### config.mk
export PLATFORM = sky130hd
export DESIGN_NAME = regfile_mp
export DESIGN_NICKNAME = d
export VERILOG_FILES = /design/src/rtl/regfile_mp.sv
export SDC_FILE = /design/constraint.sdc
export NUM_CORES = 2
export LEC_CHECK = 0
export ABC_AREA = 1
export CAP_MARGIN = 30
export CORE_AREA = 3 3 435 437
export CTS_CLUSTER_DIAMETER = 150
export DETAILED_ROUTE_END_ITERATION = 7
export DIE_AREA = 0 0 438 440
export MAX_ROUTING_LAYER = met4
export SKIP_LAST_GASP = 1
export SYNTH_ARGS = -nofsm -noshare
export SYNTH_HDL_FRONTEND = slang
export SYNTH_SLANG_ARGS = --single-unit
### constraint.sdc
create_clock -name clk -period 1.6 [get_ports clk]
set_clock_uncertainty 0.1 [all_clocks]
set_input_delay 0.24 -clock clk [delete_from_list [all_inputs] [get_ports clk]]
set_output_delay 0.24 -clock clk [all_outputs]
set_load 0.005 [all_outputs]
### src/rtl/regfile_mp.sv
// regfile_mp: multi-port integer register file with a pending-write scoreboard.
//   - Up to two write ports (NWP), two combinational read ports.
//   - Register 0 is hard-wired to zero and can never be marked busy.
//   - One busy bit per register: alloc sets it, any write to it clears it,
//     and a same-cycle alloc wins over the clearing write.
//   - Optional macro REGFILE_BYPASS_EN: reads observe same-cycle write data
//     (port 1 first) and see busy cleared unless re-allocated that cycle.
module regfile_mp #(
  parameter int XLEN = 32,
  parameter int NREG = 32,
  parameter int NWP  = 2
) (
  input  logic                     clk,
  input  logic                     rst,
  input  logic                     en0,
  input  logic                     en1,
  input  logic [$clog2(NREG)-1:0]  rd_addr0,
  input  logic [$clog2(NREG)-1:0]  rd_addr1,
  input  logic [XLEN-1:0]          data_in0,
  input  logic [XLEN-1:0]          data_in1,
  input  logic [$clog2(NREG)-1:0]  rs1_addr,
  input  logic [$clog2(NREG)-1:0]  rs2_addr,
  output logic [XLEN-1:0]          op_a,
  output logic [XLEN-1:0]          op_b,
  input  logic                     alloc_en,
  input  logic [$clog2(NREG)-1:0]  alloc_addr,
  output logic                     busy_a,
  output logic                     busy_b
);

  localparam int AW = $clog2(NREG);

  // Port 1 only exists in the two-write-port configuration.
  logic we0;
  logic we1;
  assign we0 = en0;
  assign we1 = (NWP >= 2) && en1;

  // Flattened view of the storage and scoreboard for the read muxes.
  logic [XLEN-1:0] rf_data [NREG];
  logic [NREG-1:0] busy_vec;

  // One storage slot plus busy bit per architectural register.
  genvar gi;
  generate
    for (gi = 0; gi < NREG; gi++) begin : g_reg
      if (gi == 0) begin : g_zero
        assign rf_data[gi]  = '0;
        assign busy_vec[gi] = 1'b0;
      end else begin : g_slot
        localparam logic [AW-1:0] IDX = AW'(gi);

        logic            hit0;
        logic            hit1;
        logic            hit_alloc;
        logic [XLEN-1:0] data_reg;
        logic [XLEN-1:0] data_next;
        logic            busy_reg;
        logic            busy_next;

        assign hit0      = we0 && (rd_addr0 == IDX);
        assign hit1      = we1 && (rd_addr1 == IDX);
        assign hit_alloc = alloc_en && (alloc_addr == IDX);

        // Next data: port 1 has priority when both ports target this slot.
        always_comb begin
          data_next = data_reg;
          if (hit1) begin
            data_next = data_in1;
          end else if (hit0) begin
            data_next = data_in0;
          end
        end

        // Next busy: a new producer (alloc) outranks the completing write.
        always_comb begin
          busy_next = busy_reg;
          if (hit_alloc) begin
            busy_next = 1'b1;
          end else if (hit0 || hit1) begin
            busy_next = 1'b0;
          end
        end

        // Commit data and busy state; reset clears everything and masks writes.
        always_ff @(posedge clk) begin
          if (rst) begin
            data_reg <= '0;
            busy_reg <= 1'b0;
          end else begin
            data_reg <= data_next;
            busy_reg <= busy_next;
          end
        end

        assign rf_data[gi]  = data_reg;
        assign busy_vec[gi] = busy_reg;
      end
    end
  endgenerate

  // Two identical read ports; index 0 drives op_a/busy_a, index 1 op_b/busy_b.
  logic [AW-1:0]   rs_addr  [2];
  logic [XLEN-1:0] rd_data  [2];
  logic            rd_busy  [2];

  assign rs_addr[0] = rs1_addr;
  assign rs_addr[1] = rs2_addr;

  generate
    for (gi = 0; gi < 2; gi++) begin : g_rd
      logic [XLEN-1:0] stored_data;
      logic            stored_busy;

      assign stored_data = rf_data[rs_addr[gi]];
      assign stored_busy = busy_vec[rs_addr[gi]];

`ifdef REGFILE_BYPASS_EN
      logic            nonzero;
      logic            byp0;
      logic            byp1;
      logic            byp_alloc;
      logic [XLEN-1:0] data_out;
      logic            busy_out;

      assign nonzero   = (rs_addr[gi] != '0);
      assign byp0      = nonzero && we0 && (rd_addr0 == rs_addr[gi]);
      assign byp1      = nonzero && we1 && (rd_addr1 == rs_addr[gi]);
      assign byp_alloc = nonzero && alloc_en && (alloc_addr == rs_addr[gi]);

      // Forward in-flight write data; busy follows what the edge will leave.
      always_comb begin
        data_out = stored_data;
        busy_out = stored_busy;
        if (byp1) begin
          data_out = data_in1;
          busy_out = byp_alloc;
        end else if (byp0) begin
          data_out = data_in0;
          busy_out = byp_alloc;
        end
      end

      assign rd_data[gi] = data_out;
      assign rd_busy[gi] = busy_out;
`else
      assign rd_data[gi] = stored_data;
      assign rd_busy[gi] = stored_busy;
`endif
    end
  endgenerate

  assign op_a   = rd_data[0];
  assign op_b   = rd_data[1];
  assign busy_a = rd_busy[0];
  assign busy_b = rd_busy[1];

endmodule

# == Yosys cells after proc, flatten, opt, wreduce, memory -nomap -nowiden ==
# Cells that the tools add are included.
# classes
n_lt_le_gt_ge,4
addsub,0
div,0
multipliers,0
n_bitwise,2
n_mux,134
reduce_logical,186
shifts,0
n_eq_ne,93
# op_table
op,n
two-way mux 32 bit,66
binary-select mux 32 bit (select 5 bit),2
equality test 5 bit (second input constant),48
nonzero test 2 bit,62
equality test 5 x 4 -> 1 bit (second input constant),24
logical AND 1 bit,93
two-way mux 1 bit,64
equality test 5 x 3 -> 1 bit (second input constant),12
logical OR 1 bit,31
equality test 5 x 2 -> 1 bit (second input constant),6
equality test 5 x 1 -> 1 bit (second input constant),3
>= comparator 6 bit (second input constant),2
< comparator 5 x 6 -> 1 bit (second input constant),2
NOT 5 -> 6 bit,2
binary-select mux 1 bit (select 5 bit),2
# totals
latch_bits,0
n_memories,0
rom_bits,0
ram_bits,0
elab_cells,481
ff_bits,1023

# == Depth between registers and ports, before layout ==
# depth
depth_word,5
mapped_depth,12
depth_no_buf,9

# == Worst setup path before layout ==
# OpenSTA, ideal clock, no wires.
# synth_timing
path_kind,input to output
from,input port rs1_addr[2]
to,output port op_a[17]
required_ns,1.260
stages,10
arrival_ns,1.383
path_slack_ns,-0.123
cell_sequence,buf_2 -> clkinv_1 -> clkbuf_1 -> buf_1 -> nand3_1 -> nand2_1 -> nand2_1 -> nand2_1 -> nand2_1 -> nand2_1
# synth_via
elab_chain_len,4
# synth_lines
element,line_no,rtl
"start, declared",21,"input logic [$clog2(NREG)-1:0] rs1_addr,"
NOT 5 -> 6 bit (implied by the code),115,assign stored_data = rf_data[rs_addr[gi]];
binary-select mux 32 bit (select 5 bit),115,
two-way mux 32 bit (implied by the code) (2 in series),115,
"end, declared",23,"output logic [XLEN-1:0] op_a,"
# No other way between the ends. The select of a mux whose other input is x is not followed.

# == Final worst setup path ==
# layout_timing
from,register g_reg[23].g_slot.data_reg[20]
to,output port op_b[20]
# layout_via
elab_chain_len,3
# layout_lines
element,line_no,rtl
"start, declared",56,logic [XLEN-1:0] data_reg;
"start signal, assigned",91,data_reg <= data_next;
binary-select mux 32 bit (select 5 bit),115,
two-way mux 32 bit (implied by the code) (2 in series),115,
"end, declared",24,"output logic [XLEN-1:0] op_b,"
# No other way between the ends. The select of a mux whose other input is x is not followed.

==> metrics <==
Worst-path clk slew=0.06 ns; #FFs+latches synth=1023; CP max stage delay=0.37 ns; Die Width=438 um; Critical Path Start Type=register; most common cell after layout, fill and taps aside=nand2_1; crit-path cells=buf_6 -> nand2_2 -> nand3_2 -> nand3_2 -> nand2_2 -> nand2_2 -> nand2_2 -> nand2_1 -> nand2_1 -> buf_2; Tcrit/Tclk final=1.467; Die Y=440 um; # clock sinks=1023; vias=87862; vias per cell=6.010; pwr/cell area=784.5 mW/mm^2; die area=0.1927 sq mm; clock root buffer=clkbuf_16; Placed Area=0.08245 sq mm; syn_area_per_cell=5.813 sq um; Initial Util=0.3602; Fmax achieved=426.0 MHz; post-synthesis cell type count=25; 1st-iter DRT viols=12353; Slew Limit Fails=0; IO Count=160; Core Util, Final=0.4987; wire per inst=26.76 um; CTS H-Tree Depth=4; unrepaired setup endpoints after global routing=yes; CTS tree=done; fill count=18657; Final nets=12117; final setup margin=-0.7472 ns; sequential area share after synthesis=0.3066; Bufs and invs on worst path=2; all-layer global routing usage=0.3976; crit path time final=2.347 ns; CP Launch Point=g_reg[23].g_slot.data_reg[20]; Hold Vio Cnt, Final=0; RD Place Congestion=1.039; slowest library cell on the worst path=dfxtp_4; area of the core=0.1854 sq mm; crit path max fanout=2; failing checks=design-rule violations, negative setup slack; MaxCap Viol Count=0; Ys Warns=0; Post-Syn Instances=11488; Crit path max-delay family=simple AND/OR/NAND/NOR gates; clock latency on the worst-skew pair=0.81 ns; Port Buffers=159; relative slew slack=0.6658; dpl ws=-1.078 ns; hold wc startpoint=rd_addr1[4]; status=complete, but fails checks; Crit path required time=1.26 ns; post-synth net total=11582; worst hold path class=in -> reg; clk buf depth=3; largest net degree at the start of global routing=71; gr ovfl total=0; area delta synth->final=38.46%; top cell type's share of synthesized area=0.3066; Inserted Clock Buffers=133; layout cells sized above 1=0.2737; Lkg Pwr=40.90 nW; Top cell by count, worst path=nand2_2; CP Capture Type=primary output; worst reg2reg path startpoint=g_reg[26].g_slot.data_reg[7]; Worst Path Class, Setup=reg -> out; post-route cell area=0.09247 sq mm; Final setup viols=66; DRC viols=1; DRT Pass-1 Iters=8; initial antenna violation count=13; FP Rows=158; Synth area leaders=dfxtp_1 31%, nand2_1 25%, nand3_1 14%; DP Wirelength=262.5 mm; vias in the first global route=79912; CP arrival=2.01 ns; Total Power=72.54 mW; max reg flops=992; antenna-violating nets left=0; setup tns final=-43.68 ns; Worst VDD drop=0.0008615 V; Worst-Margin Slew=0.5007 ns; area leader, netlist=dfxtp_1; commonest non-fill, non-tap cells in the layout=3882 x nand2_1, 1568 x nand3_1, 1023 x a21oi_1; Netlist Area Pre-Place=0.06679 sq mm; first-pass GRT wire length=553.1 mm; total wire length=391.1 mm
## path summary, 6_finish.rpt
check                                       end  slack (ns)  depth (start not counted)
setup / recovery                       op_b[20]       -0.75                         10
setup reg to reg   g_reg[26].g_slot.data_reg[7]        0.36                          7
hold / removal    g_reg[23].g_slot.data_reg[22]        0.05                          7
hold reg to reg        g_reg[6].g_slot.busy_reg        0.36                          2
## timing repair
item | CTS | global route
endpoints found under the hold margin | 166 | 0
buffers inserted | 36 | 51
cloned | 0 | 3
gates resized for setup | 1136 | 999
pin swaps | 352 | 483
hold buffers | 1 | 0
setup endpoints to repair | 367 | 623
## Yosys cell counts (all sizes together)
cell type,count
or2,2
clkbuf,728
inv,742
a31oi,2
a21oi,1024
nor3,1
dfxtp,1023
nand3,1893
o211ai,576
buf,374
nand2,4433
o21ai,593
nor2,56
nand4,17
clkinv,24
## report_power, final
group	switching [mW]	internal, mW
Clock	13.1	19.2
Combinational	8.99	5.05
Sequential	0.391	25.9
Total	22.4	50.1
## final cells by class
type                    count  area (sq um)  area share
multi-input cells        8597         42600      0.4607
flip-flops and latches   1023         21510      0.2326
repair buffers           1502         17700      0.1914
clock buffers             194          4015     0.04342
well taps                2480          3103     0.03356
inverters                 766          2953     0.03193
clock inverters            40         553.0    0.005980
diodes                     17         42.54   0.0004600
## metrics by stage
step	instances	hold slack, ns
CTS	14548	0.03162
global placement	14278	0.3514
finish	14619	0.04939
global route	14613	0.05165
detailed placement	14278	0.3527
floorplan	11488	0.3233
## layer usage
layer,global-route usage,up-vias,wire (um)
met5,-,-,0
met4,0.3096,0,37320
met3,0.08788,1751,46620
met2,0.5834,6523,165500
met1,0.4712,40745,141700
li1,-,38843,-
## logic make-up after synthesis
logic type,share of synthesized area
flip-flops,0.3066
buffers and inverters,0.1100
AND/OR/NAND/NOR,0.3972
AO/OA/AOI/OAI,0.1862
## worst min-delay path, cell delays in order
cell and delay, ns:
dlymetal6s2s_1 0.14, nand2_1 0.09, inv_2 0.08, buf_4 0.16, nand4_1 0.09, nand3_1 0.07
inv_1 0.04
Note: power is estimated with default switching activity, not from simulation.
